--- src/rtl/pc_fetch_ctrl_if.sv ---
// Fetch-control bundle: PC register, instruction memory handshake and status.
// The instr_count_o signal exists only when PC_FETCH_INSTR_COUNT_EN is defined.
interface pc_fetch_ctrl_if;
    logic [15:0] pc_cur;
    logic        imem_ready_i;
    logic        halt_i;
    logic        br_taken_i;
    logic [15:0] br_target_i;
    logic [15:0] pc_next_o;
    logic        freeze_o;
    logic        imem_req_o;
    logic        halted_o;
    logic [1:0]  state_o;
`ifdef PC_FETCH_INSTR_COUNT_EN
    logic [15:0] instr_count_o;

    modport slave (
        input  pc_cur, imem_ready_i, halt_i, br_taken_i, br_target_i,
        output pc_next_o, freeze_o, imem_req_o, halted_o, state_o, instr_count_o
    );

    modport master (
        output pc_cur, imem_ready_i, halt_i, br_taken_i, br_target_i,
        input  pc_next_o, freeze_o, imem_req_o, halted_o, state_o, instr_count_o
    );
`else
    modport slave (
        input  pc_cur, imem_ready_i, halt_i, br_taken_i, br_target_i,
        output pc_next_o, freeze_o, imem_req_o, halted_o, state_o
    );

    modport master (
        output pc_cur, imem_ready_i, halt_i, br_taken_i, br_target_i,
        input  pc_next_o, freeze_o, imem_req_o, halted_o, state_o
    );
`endif
endinterface

--- src/rtl/pc_fetch_ctrl.sv ---
// PC sequencing FSM: boot vector, fetch/wait handshake, branch redirect and sticky halt.
// Optional retired-instruction counter enabled by defining PC_FETCH_INSTR_COUNT_EN.
module pc_fetch_ctrl #(
    parameter logic [15:0] RESET_VEC = 16'h0000
) (
    input  logic            clk,
    input  logic            rst,
    pc_fetch_ctrl_if.slave  bus
);

    localparam logic [1:0] StBoot  = 2'b00;
    localparam logic [1:0] StFetch = 2'b01;
    localparam logic [1:0] StWait  = 2'b10;
    localparam logic [1:0] StHalt  = 2'b11;

    logic [1:0]  state_q, state_d;
    logic        halted_q;
    logic        accept;
    logic [15:0] pc_next;
    logic        freeze;
    logic        imem_req;

    always_comb begin
        state_d  = state_q;
        accept   = 1'b0;
        pc_next  = bus.pc_cur;
        freeze   = 1'b1;
        imem_req = 1'b0;
        case (state_q)
            StBoot: begin
                pc_next = RESET_VEC;
                freeze  = 1'b0;
                state_d = StFetch;
            end
            StFetch, StWait: begin
                imem_req = 1'b1;
                if (bus.imem_ready_i) begin
                    accept = 1'b1;
                    if (bus.halt_i) begin
                        state_d = StHalt;
                    end else begin
                        freeze  = 1'b0;
                        state_d = StFetch;
                        // Branch targets are forced to halfword alignment.
                        pc_next = bus.br_taken_i ? {bus.br_target_i[15:1], 1'b0}
                                                 : bus.pc_cur + 16'd2;
                    end
                end else begin
                    state_d = StWait;
                end
            end
            default: begin
                state_d = StHalt;
            end
        endcase
    end

    always_ff @(posedge clk or negedge rst) begin
        if (!rst) begin
            state_q  <= StBoot;
            halted_q <= 1'b0;
        end else begin
            state_q  <= state_d;
            halted_q <= (state_d == StHalt);
        end
    end

    assign bus.pc_next_o  = pc_next;
    assign bus.freeze_o   = freeze;
    assign bus.imem_req_o = imem_req;
    assign bus.halted_o   = halted_q;
    assign bus.state_o    = state_q;

`ifdef PC_FETCH_INSTR_COUNT_EN
    logic [15:0] count_q;

    always_ff @(posedge clk or negedge rst) begin
        if (!rst) begin
            count_q <= 16'h0000;
        end else if (accept && !bus.halt_i && (count_q != 16'hFFFF)) begin
            count_q <= count_q + 16'd1;
        end
    end

    assign bus.instr_count_o = count_q;
`else
    logic unused_accept;
    assign unused_accept = accept;
`endif

endmodule

--- src/flat_wrapper.sv ---
// flat-port wrapper written by rule: the top's interface ports become plain ports
module pc_fetch_ctrl_flat 
#(
    parameter logic [15:0] RESET_VEC = 16'h0000
)
  (clk, rst, bus_pc_cur, bus_imem_ready_i, bus_halt_i, bus_br_taken_i, bus_br_target_i, bus_pc_next_o, bus_freeze_o, bus_imem_req_o, bus_halted_o, bus_state_o);
  pc_fetch_ctrl_if bus_i ();
  input  logic clk;
  input  logic rst;
  input wire logic [$bits(bus_i.pc_cur)-1:0] bus_pc_cur;
  input wire logic [$bits(bus_i.imem_ready_i)-1:0] bus_imem_ready_i;
  input wire logic [$bits(bus_i.halt_i)-1:0] bus_halt_i;
  input wire logic [$bits(bus_i.br_taken_i)-1:0] bus_br_taken_i;
  input wire logic [$bits(bus_i.br_target_i)-1:0] bus_br_target_i;
  output wire logic [$bits(bus_i.pc_next_o)-1:0] bus_pc_next_o;
  output wire logic [$bits(bus_i.freeze_o)-1:0] bus_freeze_o;
  output wire logic [$bits(bus_i.imem_req_o)-1:0] bus_imem_req_o;
  output wire logic [$bits(bus_i.halted_o)-1:0] bus_halted_o;
  output wire logic [$bits(bus_i.state_o)-1:0] bus_state_o;
  assign bus_i.pc_cur = bus_pc_cur;
  assign bus_i.imem_ready_i = bus_imem_ready_i;
  assign bus_i.halt_i = bus_halt_i;
  assign bus_i.br_taken_i = bus_br_taken_i;
  assign bus_i.br_target_i = bus_br_target_i;
  assign bus_pc_next_o = bus_i.pc_next_o;
  assign bus_freeze_o = bus_i.freeze_o;
  assign bus_imem_req_o = bus_i.imem_req_o;
  assign bus_halted_o = bus_i.halted_o;
  assign bus_state_o = bus_i.state_o;
  pc_fetch_ctrl #(.RESET_VEC(RESET_VEC)) u_core (.clk(clk), .rst(rst), .bus(bus_i));
endmodule
--- config.mk ---
export PLATFORM = sky130hd
export DESIGN_NAME = pc_fetch_ctrl_flat
export DESIGN_NICKNAME = d
export VERILOG_FILES = /design/src/rtl/pc_fetch_ctrl_if.sv /design/src/rtl/pc_fetch_ctrl.sv /design/src/flat_wrapper.sv
export SDC_FILE = /design/constraint.sdc
export NUM_CORES = 1
export LEC_CHECK = 0
export BUFFER_PORTS_ARGS = -buffer_cell sky130_fd_sc_hd__buf_2
export CORE_MARGIN = 2
export CORE_UTILIZATION = 43
export CTS_BUF_LIST = sky130_fd_sc_hd__clkbuf_8
export DETAILED_ROUTE_END_ITERATION = 8
export PLACE_DENSITY = 0.9
export SLEW_MARGIN = 20
export SYNTH_ARGS = -nofsm -noshare
export SYNTH_HDL_FRONTEND = slang
export SYNTH_SLANG_ARGS = --single-unit
--- constraint.sdc ---
create_clock -name clk -period 5.1 [get_ports clk]
set_input_delay 0.765 -clock clk [delete_from_list [all_inputs] [get_ports clk]]
set_output_delay 0.765 -clock clk [all_outputs]
set_load 0.02 [all_outputs]
==> impl_metrics.py <==
metrics = {
    "final_layout": {
        "layout.cells.most_common": "buf_2",
        "design_area_um2": 1150,
        "drive_above_1_share_pct": 35.0,
        "layout_common_cells": "buf_2 (56), nand2_1 (15), a21oi_1 (14)",
        "filler_cell_count": 151,
        "syn_to_final_growth_pct": 37.8,
        "antenna_cells": 0,
        "nNetsFinal": 221,
    },
    "sta": {
        "rsz0062_at_grt": "no",
        "slew_violations": 0,
        "setup_ws_ns": 1.90,
        "skew_ns": 0.000279,
        "tns_ns": 0,
        "fmax_mhz": 312,
        "slew-limit-headroom_pct": 56.8,
        "period_share_pct": 62.8,
        "hold_viol": 0,
        "tightest_slew_ns": 0.649,
        "finalCriticalPeriod_ns": 3.20,
        "setup_viol_count_final": 0,
    },
    "setup_path": {
        "crit_required_ns": 4.34,
        "path_class": "in2out",
        "start_kind": "primary input",
        "cp-end-kind": "primary output",
        "cp_data_arrival_time_ns": 2.44,
        "path_max_fanout": 13,
    },
    "grt": {
        "first_global_vias": 1091,
        "antenna_found_initial": 0,
        "grt.overflow.total": 0,
        "grt_usage_pct": 27.3,
        "grt_max_degree": 31,
        "grt_pass1_wl_um": 4510,
    },
    "synthesis": {
        "netlist_instances": 129,
        "synthSimpleGateAreaFrac_pct": 32.1,
        "netlist-cell-type-count": 44,
        "synth_seq_cells": 3,
        "syn_avg_cell_area_um2": 6.49,
        "ys_seq_area_share_pct": 8.97,
        "synth_xor_xnor_area_share_pct": 1.05,
        "ys_warn_count": 0,
        "synth_top_family_by_area": "compound AO/OA/AOI/OAI gates",
        "synth_area_um2": 837,
        "synthMuxAreaShare_pct": 2.39,
        "synth_compound_area_share_pct": 43.9,
        "synth-edff-count": 0,
        "async_flop_share_pct": 100,
        "synthFlopType": "dfrtp_1",
        "syn_nets": 169,
        "synthAdderAreaFrac_pct": 4.48,
    },
    "clock_network": {
        "clk_latency_ns": 0.21,
        "cts-root-buf": "clkbuf_8",
        "post_cts.repair.setup_buffers": 0,
        "numCtsBuffers": 3,
        "cts.reportedPaths.clkPinSlew_ns": 0.03,
        "cts_sinks": 3,
        "cts_tree": "yes",
        "cts_resized": 0,
        "postCtsHoldBufs": 0,
        "cts_buffer_depth": 2,
        "htreeDepth": 1,
    },
    "die": {
        "fp.dieW_um": 48.1,
        "num_io_pins": 58,
        "die_height_um": 48.1,
        "initial_utilization_pct": 46.9,
        "die-area_um2": 2320,
        "row_count": 15,
        "coreArea_um2": 1780,
    },
    "pwr": {
        "powerDensity_nw_per_um2": 463,
        "p_comb_share_pct": 80.0,
        "ir_drop_mv": 0.376,
        "switchingPower_mw": 0.299,
        "clkPwrFrac_pct": 12.5,
        "leakagePower_nw": 0.569,
        "finalPower_mw": 0.535,
        "p_int_mw": 0.236,
        "seq_power_share_pct": 7.4,
        "swShare_pct": 55.9,
    },
    "drt": {
        "vias_per_cell": 6.06,
        "remaining_drc_errors": 0,
        "detail_route.first_pass.iterations": 4,
        "avgRoutedWirePerCell_um": 14.6,
        "drt-initial-drc-count": 53,
        "num_vias": 1243,
        "routed_wl_um": 3000,
        "antenna_left": 0,
    },
    "placed_design": {
        "place_congestion": 0.910,
        "place_ws_ns": 1.95,
        "place_area_um2": 1110,
        "place_hpwl_um": 2280,
        "io_buffers": 56,
    },
    "hold_path": {
        "hp-class": "in2async",
    },
    "status": {
        "status": "complete, no violations",
    },
    "flow_run": {
        "maxCapViolations": 0,
    },
}
path summary, 6_finish.rpt:
| check | from | end | slack [ns] | cells after the start |
|---|---|---|---|---|
| max | bus_halt_i | bus_pc_next_o[8] | 1.90 | 7 |
| min | rst | u_core.bus.state_o[1] | 0.34 | 1 |
| max reg2reg | u_core.bus.state_o[1] | u_core.bus.halted_o | 3.38 | 4 |
| min reg2reg | u_core.bus.state_o[0] | u_core.bus.state_o[0] | 0.78 | 3 |
| max in group asynchronous | rst | u_core.bus.state_o[0] | 4.65 | 1 |
| min in group clk | u_core.bus.state_o[0] | u_core.bus.state_o[0] | 0.78 | 3 |
layer usage:
metal	part of all wire (%)	track usage, %
met1	39	30.2
met5	0	0
met4	2.7	16.2
met2	51	48.8
met3	7.6	4.07
power by group through the flow:
stage | Clock, mW | Sequential (mW) | Combinational [mW]
after floorplan | 0 | 0.0527 | 0.283
after global placement | 0 | 0.0394 | 0.410
after detailed placement | 0 | 0.0399 | 0.419
after CTS | 0.0668 | 0.0396 | 0.422
after global routing | 0.0695 | 0.0405 | 0.459
final | 0.0670 | 0.0397 | 0.428
worst max-delay path, cell delays in order:
cell	delay [ns]
buf_2	0.10
nand2b_1	0.38
nor2_1	0.48
nand2_1	0.23
a21oi_1	0.18
o22a_1	0.15
buf_2	0.15
synth_stat cells (2+ instances only):
master,number,area (µm²)
o21ai_1,9,45.0
and4_1,2,17.5
nor2_1,7,26.3
nand2b_1,2,12.5
o22a_1,2,17.5
dfrtp_1,3,75.1
a21oi_1,14,70.1
o211ai_1,2,15.0
buf_2,2,10.0
inv_1,5,18.8
o21ai_0,4,20.0
a22o_1,5,43.8
nand3_1,5,25.0
o41ai_1,3,26.3
and3_1,3,18.8
clkbuf_1,5,18.8
mux2i_1,2,20.0
and2_1,3,18.8
a31oi_1,5,31.3
ha_1,3,37.5
nor3_1,2,10.0
o21a_1,2,15.0
nand2_1,15,56.3
nand4_1,4,25.0
layout make-up:
class,count,area (µm²),share of cell area (%)
well taps,25,31.3,2.71
multi-input cells,112,703,61.0
clock buffers,3,41.3,3.58
flip-flops and latches,3,75.1,6.51
clock inverters,1,3.75,0.325
inverters,5,18.8,1.63
repair buffers,56,280,24.3
through the flow:
step,hold slack (ns),util [%],instances
after CTS,0.344,64.7,205
after global routing,0.349,64.7,205
final,0.343,64.7,205
after floorplan,0.469,-,129
after global placement,0.558,62.2,201
after detailed placement,0.567,62.2,201
registers in the layout, summed over array words and instances (netlist names):
name	count
u_core.bus.state_o	2
u_core.bus.halted_o	1
cells by family (layout without fill, tap and decap cells):
kind of cell             count (synthesis)  count (layout)
AO/OA/AOI/OAI                           56              56
XOR/XNOR                                 1               1
adder cells (fa/ha/maj)                  3               3
buffers and inverters                   14              65
flip-flops                               3               3
multiplexers                             2               2
AND/OR/NAND/NOR                         50              50
Note: power is estimated with default switching activity, not from simulation.
